[src/rtl/hamming74_serial_decoder_pkg.sv]
`timescale 1ns/1ps
`default_nettype none
// +------------------------------------------------------------------+
// | hamming74_serial_decoder_pkg: Hamming(7,4) positions and types   |
// | Rev 1.0                                                          |
// +------------------------------------------------------------------+
package hamming74_serial_decoder_pkg;

    localparam int CW_LEN   = 7;
    localparam int DATA_LEN = 4;

    // Zero-based positions in the codeword; word[i] holds wire position i+1.
    localparam int P1 = 0;
    localparam int P2 = 1;
    localparam int D1 = 2;
    localparam int P3 = 3;
    localparam int D2 = 4;
    localparam int D3 = 5;
    localparam int D4 = 6;

    typedef logic [CW_LEN-1:0]   codeword_t;
    typedef logic [DATA_LEN-1:0] nibble_t;

    // data[0] is d1, data[3] is d4.
    typedef struct packed {
        nibble_t    data;
        logic [2:0] syndrome;
        logic       err;
    } fix_t;

    function automatic logic [2:0] calc_syndrome(input codeword_t w);
        logic s1;
        logic s2;
        logic s3;
        s1 = w[P1] ^ w[D1] ^ w[D2] ^ w[D4];
        s2 = w[P2] ^ w[D1] ^ w[D3] ^ w[D4];
        s3 = w[P3] ^ w[D2] ^ w[D3] ^ w[D4];
        return {s3, s2, s1};
    endfunction

endpackage
`default_nettype wire

[src/rtl/hamming74_serial_decoder_if.sv]
`timescale 1ns/1ps
`default_nettype none
// +------------------------------------------------------------------+
// | hamming74_serial_decoder_if: serial channel in, decoded bits out |
// | Rev 1.0                                                          |
// +------------------------------------------------------------------+
interface hamming74_serial_decoder_if #(
    parameter int CNT_W = 16
) ();

    logic             rx_bit;
    logic             rx_valid;
    logic             align;
    logic             dec_bit;
    logic             dec_valid;
    logic             err_pulse;
    logic [CNT_W-1:0] cw_count;
    logic [CNT_W-1:0] err_count;

    modport master (
        output rx_bit,
        output rx_valid,
        output align,
        input  dec_bit,
        input  dec_valid,
        input  err_pulse,
        input  cw_count,
        input  err_count
    );

    modport slave (
        input  rx_bit,
        input  rx_valid,
        input  align,
        output dec_bit,
        output dec_valid,
        output err_pulse,
        output cw_count,
        output err_count
    );

endinterface
`default_nettype wire

[src/rtl/hamming74_syndrome_fix.sv]
`timescale 1ns/1ps
`default_nettype none
// +------------------------------------------------------------------+
// | hamming74_syndrome_fix: combinational syndrome + 1-bit correction|
// | Rev 1.0                                                          |
// +------------------------------------------------------------------+
module hamming74_syndrome_fix
    import hamming74_serial_decoder_pkg::*;
(
    input  codeword_t word,
    output fix_t      fix
);

    logic [2:0] w_syndrome;
    codeword_t  w_flip;
    codeword_t  w_corrected;

    always_comb begin
        w_syndrome = calc_syndrome(word);
        w_flip     = '0;
        for (int i = 0; i < CW_LEN; i++) begin
            w_flip[i] = (w_syndrome == 3'(i + 1));
        end
        w_corrected = word ^ w_flip;

        fix.data     = {w_corrected[D4], w_corrected[D3], w_corrected[D2], w_corrected[D1]};
        fix.syndrome = w_syndrome;
        fix.err      = |w_syndrome;
    end

endmodule
`default_nettype wire

[src/rtl/hamming74_serial_decoder.sv]
`timescale 1ns/1ps
`default_nettype none
// +------------------------------------------------------------------+
// | hamming74_serial_decoder: frames serial Hamming(7,4) codewords,  |
// | corrects single errors, streams d1..d4 out. Rev 1.0              |
// +------------------------------------------------------------------+
module hamming74_serial_decoder
    import hamming74_serial_decoder_pkg::*;
#(
    parameter int CNT_W = 16
) (
    input  logic                        clk,
    input  logic                        reset,
    hamming74_serial_decoder_if.slave   bus
);

    localparam logic [2:0] c_LAST_IDX = 3'(CW_LEN - 1);

    logic [2:0]        r_idx;
    logic [CW_LEN-2:0] r_buf;
    logic [2:0]        r_shift;
    logic [1:0]        r_left;
    logic              r_dec_bit;
    logic              r_dec_valid;
    logic              r_err_pulse;
    logic [CNT_W-1:0]  r_cw_count;
    logic [CNT_W-1:0]  r_err_count;

    logic [2:0]        w_pos;
    logic              w_done;
    codeword_t         w_word;
    fix_t              w_fix;

    // align restarts framing, so a bit arriving with it lands in position 1.
    always_comb begin
        w_pos  = bus.align ? 3'd0 : r_idx;
        w_done = bus.rx_valid && !bus.align && (r_idx == c_LAST_IDX);
        w_word = {bus.rx_bit, r_buf};
    end

    hamming74_syndrome_fix u_fix (
        .word (w_word),
        .fix  (w_fix)
    );

    always_ff @(posedge clk) begin
        if (reset) begin
            r_idx <= 3'd0;
            r_buf <= '0;
        end else begin
            if (bus.rx_valid && !w_done) begin
                r_buf[w_pos] <= bus.rx_bit;
            end
            if (bus.align) begin
                r_idx <= bus.rx_valid ? 3'd1 : 3'd0;
            end else if (bus.rx_valid) begin
                r_idx <= w_done ? 3'd0 : r_idx + 3'd1;
            end
        end
    end

    // d1 goes out directly; d2..d4 are parked in r_shift and drained one per cycle.
    always_ff @(posedge clk) begin
        if (reset) begin
            r_shift     <= '0;
            r_left      <= 2'd0;
            r_dec_bit   <= 1'b0;
            r_dec_valid <= 1'b0;
            r_err_pulse <= 1'b0;
        end else begin
            r_err_pulse <= w_done && w_fix.err;
            if (w_done) begin
                r_dec_bit   <= w_fix.data[0];
                r_dec_valid <= 1'b1;
                r_shift     <= w_fix.data[DATA_LEN-1:1];
                r_left      <= 2'(DATA_LEN - 1);
            end else if (r_left != 2'd0) begin
                r_dec_bit   <= r_shift[0];
                r_dec_valid <= 1'b1;
                r_shift     <= {1'b0, r_shift[2:1]};
                r_left      <= r_left - 2'd1;
            end else begin
                r_dec_valid <= 1'b0;
            end
        end
    end

    always_ff @(posedge clk) begin
        if (reset) begin
            r_cw_count  <= '0;
            r_err_count <= '0;
        end else if (w_done) begin
            if (r_cw_count != '1) begin
                r_cw_count <= r_cw_count + 1'b1;
            end
            if ((w_fix.syndrome != 3'd0) && (r_err_count != '1)) begin
                r_err_count <= r_err_count + 1'b1;
            end
        end
    end

    assign bus.dec_bit   = r_dec_bit;
    assign bus.dec_valid = r_dec_valid;
    assign bus.err_pulse = r_err_pulse;
    assign bus.cw_count  = r_cw_count;
    assign bus.err_count = r_err_count;

endmodule
`default_nettype wire
[src/flat_wrapper.sv]
// flat-port wrapper written by rule: the top's interface ports become plain ports
module hamming74_serial_decoder_flat import hamming74_serial_decoder_pkg::*;
#(
    parameter int CNT_W = 16
)
  (clk, reset, bus_rx_bit, bus_rx_valid, bus_align, bus_dec_bit, bus_dec_valid, bus_err_pulse, bus_cw_count, bus_err_count);
  hamming74_serial_decoder_if #(.CNT_W(CNT_W)) bus_i ();
  input  logic clk;
  input  logic reset;
  input wire logic [$bits(bus_i.rx_bit)-1:0] bus_rx_bit;
  input wire logic [$bits(bus_i.rx_valid)-1:0] bus_rx_valid;
  input wire logic [$bits(bus_i.align)-1:0] bus_align;
  output wire logic [$bits(bus_i.dec_bit)-1:0] bus_dec_bit;
  output wire logic [$bits(bus_i.dec_valid)-1:0] bus_dec_valid;
  output wire logic [$bits(bus_i.err_pulse)-1:0] bus_err_pulse;
  output wire logic [$bits(bus_i.cw_count)-1:0] bus_cw_count;
  output wire logic [$bits(bus_i.err_count)-1:0] bus_err_count;
  assign bus_i.rx_bit = bus_rx_bit;
  assign bus_i.rx_valid = bus_rx_valid;
  assign bus_i.align = bus_align;
  assign bus_dec_bit = bus_i.dec_bit;
  assign bus_dec_valid = bus_i.dec_valid;
  assign bus_err_pulse = bus_i.err_pulse;
  assign bus_cw_count = bus_i.cw_count;
  assign bus_err_count = bus_i.err_count;
  hamming74_serial_decoder #(.CNT_W(CNT_W)) u_core (.clk(clk), .reset(reset), .bus(bus_i));
endmodule
[config.mk]
export PLATFORM = sky130hd
export DESIGN_NAME = hamming74_serial_decoder_flat
export DESIGN_NICKNAME = d
export VERILOG_FILES = /design/src/rtl/hamming74_serial_decoder_pkg.sv /design/src/rtl/hamming74_serial_decoder_if.sv /design/src/rtl/hamming74_syndrome_fix.sv /design/src/rtl/hamming74_serial_decoder.sv /design/src/flat_wrapper.sv
export SDC_FILE = /design/constraint.sdc
export NUM_CORES = 1
export LEC_CHECK = 0
export ABC_AREA = 1
export CORE_MARGIN = 2
export CORE_UTILIZATION = 30
export DETAILED_ROUTE_END_ITERATION = 7
export DONT_BUFFER_PORTS = 1
export HOLD_SLACK_MARGIN = 0.05
export PLACE_DENSITY = 0.41
export SLEW_MARGIN = 30
export SYNTH_ARGS = -nofsm -noshare
export SYNTH_HDL_FRONTEND = slang
export SYNTH_SLANG_ARGS = --single-unit
[constraint.sdc]
create_clock -name clk -period 1.9 [get_ports clk]
set_clock_uncertainty 0.05 [all_clocks]
set_input_delay 0.285 -clock clk [delete_from_list [all_inputs] [get_ports clk]]
set_output_delay 0.285 -clock clk [all_outputs]
set_load 0.05 [all_outputs]
* Yosys cells after proc, flatten, opt, wreduce, memory -nomap -nowiden
Cells that the tools add are included.
** Word-level totals
- Input bits :: 5
- Bits in registers :: 49
- Word-level logic and storage cells :: 66
- Output and inout bits :: 35
** Cells by class
- Multiplexer cells :: 16
- Equality and inequality tests :: 10
- Bitwise logic cells :: 10
- Add/sub/neg operators :: 4
- Order comparisons :: 2
- Reduce and logical (&&, ||, !) cells :: 15
** Operators with widths (count)
- $add 16x1->16 const B :: 2
- $ne 16x16->1 const B :: 2
- $mux 3 :: 6
- $eq 3x3->1 const B :: 5
- $xor 1x1->1 :: 9
- $xor 7x7->7 :: 1
- $bwmux 6 :: 1
- $eq 3x2->1 const B :: 2
- $logic_and 1x1->1 :: 6
- $mux 1 :: 6
- $reduce_bool 2->1 :: 3
- $lt 3x4->1 const B :: 1
- $mux 2 :: 2
- $reduce_and 2->1 :: 2
- $add 3x1->3 const B :: 1
- $demux 1 s3 :: 1
- $eq 3x1->1 const B :: 1
- $ge 3x1->1 const B :: 1
- $reduce_bool 3->1 :: 1
- $reduce_or 3->1 :: 1
- $logic_not 1->1 :: 2
- $sub 2x1->2 const B :: 1

* Longest topological paths before layout
- Depth after elaboration :: 6
- Gate-level depth with buffers :: 12

* Hierarchy
From an unflattened synthesis, not the netlist that was laid out.
** Unflattened totals
- Cells, all modules :: 486
- Area, all modules :: 3126.7 um^2
** Modules (own cells, without submodules)
- hamming74_serial_decoder :: sequential area each 980.9 um^2, cells an instance 415, times used 1, area an instance 2732.6 um^2
- hamming74_syndrome_fix :: sequential area each 0.0 um^2, cells an instance 71, times used 1, area an instance 394.1 um^2

* Worst setup path after synthesis
OpenSTA, ideal clock, no wires.
- Kind :: reg-to-reg
- Start point :: register u_core.r_err_count[1] (netlist: u_core.bus.err_count[1])
- End point :: register u_core.r_err_count[13] (netlist: u_core.bus.err_count[13])
- Slack :: -0.230 ns
- Clock period less this slack :: 2.130 ns
- Data required time :: 1.782 ns
- Buffers on the path :: 1
- Stages on the path, launching flop included :: 9
- Arrival time :: 2.012 ns
- Library setup time :: 0.068 ns
- Cell sequence :: dfxtp_1 > ha_1 > nand3_1 > nor2_1 > nand4_2 > nand3_4 > buf_12 > nand2_2 > a21oi_2
** Between the ends
- Longest elaborated chain between the ends :: 3
- Elaborated cells on any way between the ends :: 4
** RTL lines
- start, declared :: line hamming74_serial_decoder.sv:27 : logic [CNT_W-1:0] r_err_count;
- start signal, assigned :: line hamming74_serial_decoder.sv:97 : r_err_count <= r_err_count + 1'b1;
- branches (longest 3 deep; another with $add 16x1->16)
Parallel ways; which one is timed is not known.
A chain may end at the register's enable or synchronous reset.

* Final worst setup path
- Start point :: register u_core.r_buf[2]
- End point :: register u_core.r_err_count[4] (netlist: u_core.bus.err_count[4])
** Between the ends
- Longest elaborated chain between the ends :: 6
- Elaborated cells on any way between the ends :: 9
** RTL lines
- start, declared :: line hamming74_serial_decoder.sv:20 : logic [CW_LEN-2:0] r_buf;
- start signal, assigned by index :: line hamming74_serial_decoder.sv:52 : r_buf[w_pos] <= bus.rx_bit;
- $xor 1x1->1 (on tied branches) (3 in a row) :: line hamming74_serial_decoder_pkg.sv:35, hamming74_serial_decoder_pkg.sv:36
- $reduce_bool 3->1 (*) :: line hamming74_serial_decoder.sv:96 : if ((w_fix.syndrome != 3'd0) && (r_err_count != '1)) begin
- $logic_and 1x1->1 (*) :: line hamming74_serial_decoder.sv:96
- $reduce_and 2->1 (no line) (*)
Mark *: on every way between the ends. The rest lies on a longest branch, timed or not.

==> impl_metrics.prom <==
# TYPE chip_impl_metric gauge
chip_impl_metric{name="netlist_area",unit="sq mm"} 0.00294
chip_impl_metric{name="drc_errors",unit=""} 0
chip_impl_metric{name="first_pass_grt_wire_length",unit="microns"} 12900
chip_impl_metric{name="dpl.cell_count",unit=""} 605
chip_impl_metric{name="worst_ir_drop_vdd",unit="mV"} 0.323
chip_impl_info{name="clock_tree_from_tritoncts",value="yes"} 1
chip_impl_metric{name="detail-route-antenna-nets",unit=""} 0
chip_impl_metric{name="layout_worst_path_cycle_share",unit="%"} 90.1
chip_impl_info{name="synthTopCellsByArea",value="sky130_fd_sc_hd__dfxtp_1, sky130_fd_sc_hd__nand2_1, sky130_fd_sc_hd__a21oi_1, sky130_fd_sc_hd__nand3_1, sky130_fd_sc_hd__inv_1"} 1
chip_impl_metric{name="grt_max_degree",unit=""} 34
chip_impl_metric{name="preCtsSetupSlack",unit="ps"} 170
chip_impl_metric{name="n_fill_cell",unit=""} 1084
chip_impl_metric{name="place_congestion",unit=""} 0.856
chip_impl_metric{name="cts.path.max_buffers",unit=""} 2
chip_impl_metric{name="cp_max_fo",unit=""} 16
chip_impl_metric{name="wire_per_inst",unit="microns"} 12.7
chip_impl_metric{name="hpwlAfterDp",unit="microns"} 5800
chip_impl_metric{name="hold-path-cell-count",unit=""} 2
chip_impl_metric{name="cts_made_buffers",unit=""} 5
chip_impl_metric{name="count_of_synthesis_stage_warnings_from_yosys",unit=""} 0
chip_impl_metric{name="post_synthesis_average_cell_area",unit="sq um"} 6.69
chip_impl_metric{name="routed_wirelength",unit="microns"} 7860
chip_impl_metric{name="dr.first_iter.drc_count",unit=""} 78
chip_impl_info{name="critical_path.startpoint_type",value="flip-flop"} 1
chip_impl_metric{name="ios",unit=""} 40
chip_impl_metric{name="num_rows",unit=""} 36
chip_impl_metric{name="drt_pass1_iterations",unit=""} 4
chip_impl_metric{name="detailroute.via_count",unit=""} 2873
chip_impl_metric{name="post_synth_inst_count",unit=""} 439
chip_impl_metric{name="clkPwrFrac",unit="%"} 34.8
chip_impl_info{name="hp-start",value="bus_rx_valid"} 1
chip_impl_metric{name="cpPeakStageDelay",unit="ps"} 420
chip_impl_info{name="r2r-end",value="u_core.bus.err_count[4]"} 1
chip_impl_metric{name="max_freq",unit="GHz"} 0.584
chip_impl_metric{name="groute.usage.overall",unit="%"} 15.5
chip_impl_info{name="slowest_stage",value="sky130_fd_sc_hd__dfxtp_1"} 1
chip_impl_metric{name="final_setup_vio_count",unit=""} 0
chip_impl_metric{name="hold-worst-slack",unit="ps"} 85.3
chip_impl_metric{name="postLayoutSetupSlackWorst",unit="ps"} 188
chip_impl_metric{name="share_seq_of_total_power",unit="%"} 54.6
chip_impl_info{name="worst_flop_to_flop_path_startpoint",value="u_core.r_buf[2]"} 1
chip_impl_metric{name="signal_arrival_time_at_the_worst_endpoint",unit="ps"} 1910
chip_impl_info{name="setup_repair_after_global_routing_missed_its_margin",value="false"} 1
chip_impl_metric{name="tritoncts_num_sinks",unit=""} 49
chip_impl_info{name="outcome",value="finished, final reports clean"} 1
chip_impl_metric{name="internal-power",unit="mW"} 1.45
chip_impl_metric{name="p_per_area",unit="mW/mm^2"} 566
chip_impl_metric{name="netlist-cell-type-count",unit=""} 29
chip_impl_metric{name="post-route-min-period",unit="ps"} 1710
chip_impl_metric{name="globalRouteOverflowTotal",unit=""} 0
chip_impl_info{name="synth.largest_area_cell",value="sky130_fd_sc_hd__dfxtp_1"} 1
chip_impl_metric{name="cts.repair.resized",unit=""} 0
chip_impl_metric{name="fin_setup_tns",unit="ps"} 0
chip_impl_metric{name="count_of_inserted_antenna_diode_cells",unit=""} 0
chip_impl_metric{name="floorplan.initialDensity",unit="%"} 30.5
chip_impl_metric{name="synth-edff-count",unit=""} 0
chip_impl_metric{name="clock_latency",unit="ps"} 310
chip_impl_metric{name="layout.nets",unit=""} 496
chip_impl_metric{name="design.die.area",unit="sq mm"} 0.0106
chip_impl_info{name="worst_hold_path_type",value="input port to flip-flop"} 1
chip_impl_metric{name="synth_seq_cells",unit=""} 49
chip_impl_metric{name="detail_route.vias_per_cell",unit=""} 4.63
chip_impl_metric{name="drive_gt1_share",unit="%"} 21.4
chip_impl_metric{name="combinationalPowerShare",unit="%"} 10.5
chip_impl_info{name="timing.critical_path.cells",value="inv_1 -> nand2_1 -> nand2_1 -> nand2_2 -> inv_2 -> nor2_2 -> nand2_4 -> nand3_4 -> buf_4 -> nand2_2 -> a21oi_2"} 1
chip_impl_metric{name="place.port_buffers",unit=""} 0
chip_impl_metric{name="drv.max_cap_violation_count",unit=""} 0
chip_impl_info{name="min_to",value="u_core.r_idx[0]"} 1
chip_impl_metric{name="async_reset_ff_share",unit="%"} 0
chip_impl_metric{name="core",unit="sq mm"} 0.00964
chip_impl_metric{name="fraction_of_the_yosys_area_taken_by_sequential_cells",unit="%"} 33.4
chip_impl_metric{name="die-height",unit="microns"} 103
chip_impl_info{name="timing.critical_path.from",value="u_core.r_buf[2]"} 1
chip_impl_metric{name="power.net_switching",unit="uW"} 564
chip_impl_metric{name="finish.cell_count_without_fillers",unit=""} 620
chip_impl_metric{name="initial_antenna_violation_count",unit=""} 0
chip_impl_metric{name="finalInstanceArea",unit="sq mm"} 0.00356
chip_impl_metric{name="cts_htree_levels",unit=""} 2
chip_impl_metric{name="timing.max_slew.rel_slack",unit="%"} 65.5
chip_impl_metric{name="switching_share",unit="%"} 28.0
chip_impl_info{name="timing_worst_setup_path_type",value="flip-flop to flip-flop"} 1
chip_impl_metric{name="utilization",unit="%"} 36.9
chip_impl_metric{name="dpl_cell_area",unit="sq mm"} 0.00338
chip_impl_metric{name="total_power",unit="mW"} 2.01
chip_impl_metric{name="worst-r2r-cell-count",unit=""} 11
chip_impl_metric{name="worst-r2r-setup-slack",unit="ps"} 190
chip_impl_metric{name="dieWidth",unit="microns"} 103
chip_impl_metric{name="grt_pass1_vias",unit=""} 2606
chip_impl_info{name="synth-main-ff-cell",value="sky130_fd_sc_hd__dfxtp_1"} 1
chip_impl_info{name="crit_path_end_kind",value="flip-flop"} 1
chip_impl_metric{name="clk_transition_reported_paths",unit="ps"} 100
chip_impl_metric{name="static-leakage-power",unit="nW"} 1.37
chip_impl_metric{name="syn2layout_area_growth",unit="%"} 21.2
chip_impl_metric{name="required",unit="ps"} 2100
chip_impl_metric{name="synth_nets",unit=""} 449
chip_impl_metric{name="timing_max_transition_violations_final",unit=""} 0
chip_impl_metric{name="synth.top_cell.area_share",unit="%"} 33.4
chip_impl_metric{name="hold_violations",unit=""} 0
chip_impl_metric{name="max_slew.worst_pin.slew",unit="ps"} 517
chip_impl_info{name="ctsRootBufferMaster",value="sky130_fd_sc_hd__clkbuf_8"} 1
## cell families (layout without fill, tap and decap cells)
family	Yosys count	count (layout)	share of synthesized area, %
compound gates	60	60	11.5
xor+xnor	20	20	5.97
fa+ha+maj	5	5	2.13
buf+inv	57	105	8.14
flops	49	49	33.4
simple gates	248	248	38.9
## flip-flops by register name (all words and copies together) (netlist names)
register / cells
u_core.bus.cw_count: 16
u_core.bus.dec_valid: 1
u_core.r_left: 2
u_core.bus.dec_bit: 1
u_core.r_shift: 3
u_core.bus.err_count: 16
u_core.r_buf: 6
u_core.r_idx: 3
u_core.bus.err_pulse: 1
## worst max-delay path, delay by kind of cell, from the launching register on
| family | cells | cell delay [ps] |
|---|---|---|
| AND/OR/NAND/NOR | 7 | 730 |
| flip-flops | 1 | 420 |
| buffers and inverters | 3 | 330 |
| AO/OA/AOI/OAI | 1 | 100 |
## worst max path at each step
stage | slack (ps) | cells after the start | end
detailed placement | 170 | 9 | u_core.bus.err_count[2]
finish | 190 | 11 | u_core.bus.err_count[4]
global route | 10 | 9 | u_core.r_buf[4]
CTS | 160 | 9 | u_core.bus.err_count[2]
floorplan | 0.05 | 7 | u_core.bus.err_count[13]
global placement | 190 | 10 | u_core.bus.err_count[2]
## layout by cell type, fill, tap and decap left out
cell	instances
sky130_fd_sc_hd__dfxtp_4	1
sky130_fd_sc_hd__buf_12	2
sky130_fd_sc_hd__nand3b_1	1
sky130_fd_sc_hd__clkinv_2	1
sky130_fd_sc_hd__inv_2	4
sky130_fd_sc_hd__nand2_2	19
sky130_fd_sc_hd__nand4_2	1
sky130_fd_sc_hd__nor3b_1	2
sky130_fd_sc_hd__xor2_1	12
sky130_fd_sc_hd__nand2_4	2
sky130_fd_sc_hd__nor3_1	11
sky130_fd_sc_hd__dfxtp_2	5
sky130_fd_sc_hd__dfxtp_1	43
sky130_fd_sc_hd__o21ai_1	1
sky130_fd_sc_hd__a21oi_1	34
sky130_fd_sc_hd__a21oi_2	9
sky130_fd_sc_hd__nand3_1	33
sky130_fd_sc_hd__nand3_4	1
sky130_fd_sc_hd__nor2_2	1
sky130_fd_sc_hd__nor4_1	1
sky130_fd_sc_hd__nor2_1	41
sky130_fd_sc_hd__nand4_1	19
sky130_fd_sc_hd__ha_1	5
sky130_fd_sc_hd__inv_1	41
sky130_fd_sc_hd__clkbuf_8	7
sky130_fd_sc_hd__o21ai_0	15
sky130_fd_sc_hd__xnor2_1	8
sky130_fd_sc_hd__buf_4	50
sky130_fd_sc_hd__nor2_4	1
sky130_fd_sc_hd__nand2_1	115
sky130_fd_sc_hd__o21bai_1	1
## final cells by class
cell class              instances  area (sq um)  share of cell area, %
inverters                      45           169                   4.75
clock buffers                   7          96.3                   2.71
flip-flops and latches         49           991                   27.8
multi-input cells             333          1720                   48.2
clock inverters                 1          5.00                  0.141
repair buffers                 52           415                   11.7
well taps                     133           166                   4.67
## what timing repair did
action / 4_1_cts / 5_1_grt
endpoints found under the setup margin: 0 / 1
hold buffers: 1 / 0
setup buffers: 0 / 6
endpoints found under the hold margin: 33 / 0
## cells in the mapped netlist (8+ instances only)
cell and number:
sky130_fd_sc_hd__xor2_1 12, sky130_fd_sc_hd__nand2_2 19, sky130_fd_sc_hd__o21ai_0 15, sky130_fd_sc_hd__nand4_1 19
sky130_fd_sc_hd__xnor2_1 8, sky130_fd_sc_hd__a21oi_1 34, sky130_fd_sc_hd__nand2_1 115, sky130_fd_sc_hd__nand3_1 33
sky130_fd_sc_hd__nor2_1 41, sky130_fd_sc_hd__a21oi_2 9, sky130_fd_sc_hd__dfxtp_1 49, sky130_fd_sc_hd__inv_1 41
sky130_fd_sc_hd__nor3_1 11
## power by group through the flow
| stage | logic [mW] | registers (mW) | clock network [mW] |
|---|---|---|---|
| after floorplan | 0.166 | 1.12 | 0 |
| after global placement | 0.193 | 1.13 | 0 |
| after detailed placement | 0.195 | 1.13 | 0 |
| after CTS | 0.216 | 1.10 | 0.748 |
| after global routing | 0.244 | 1.11 | 0.785 |
| final | 0.212 | 1.10 | 0.702 |
## per-layer routing
metal	wire length, microns	global-route usage, %	vias up
met1	3820	20.6	1281
li1	-	-	1526
met5	0	0	-
met4	98	4.25	0
met2	3550	25.2	58
met3	400	3.53	8
Note: power is estimated with default switching activity, not from simulation.
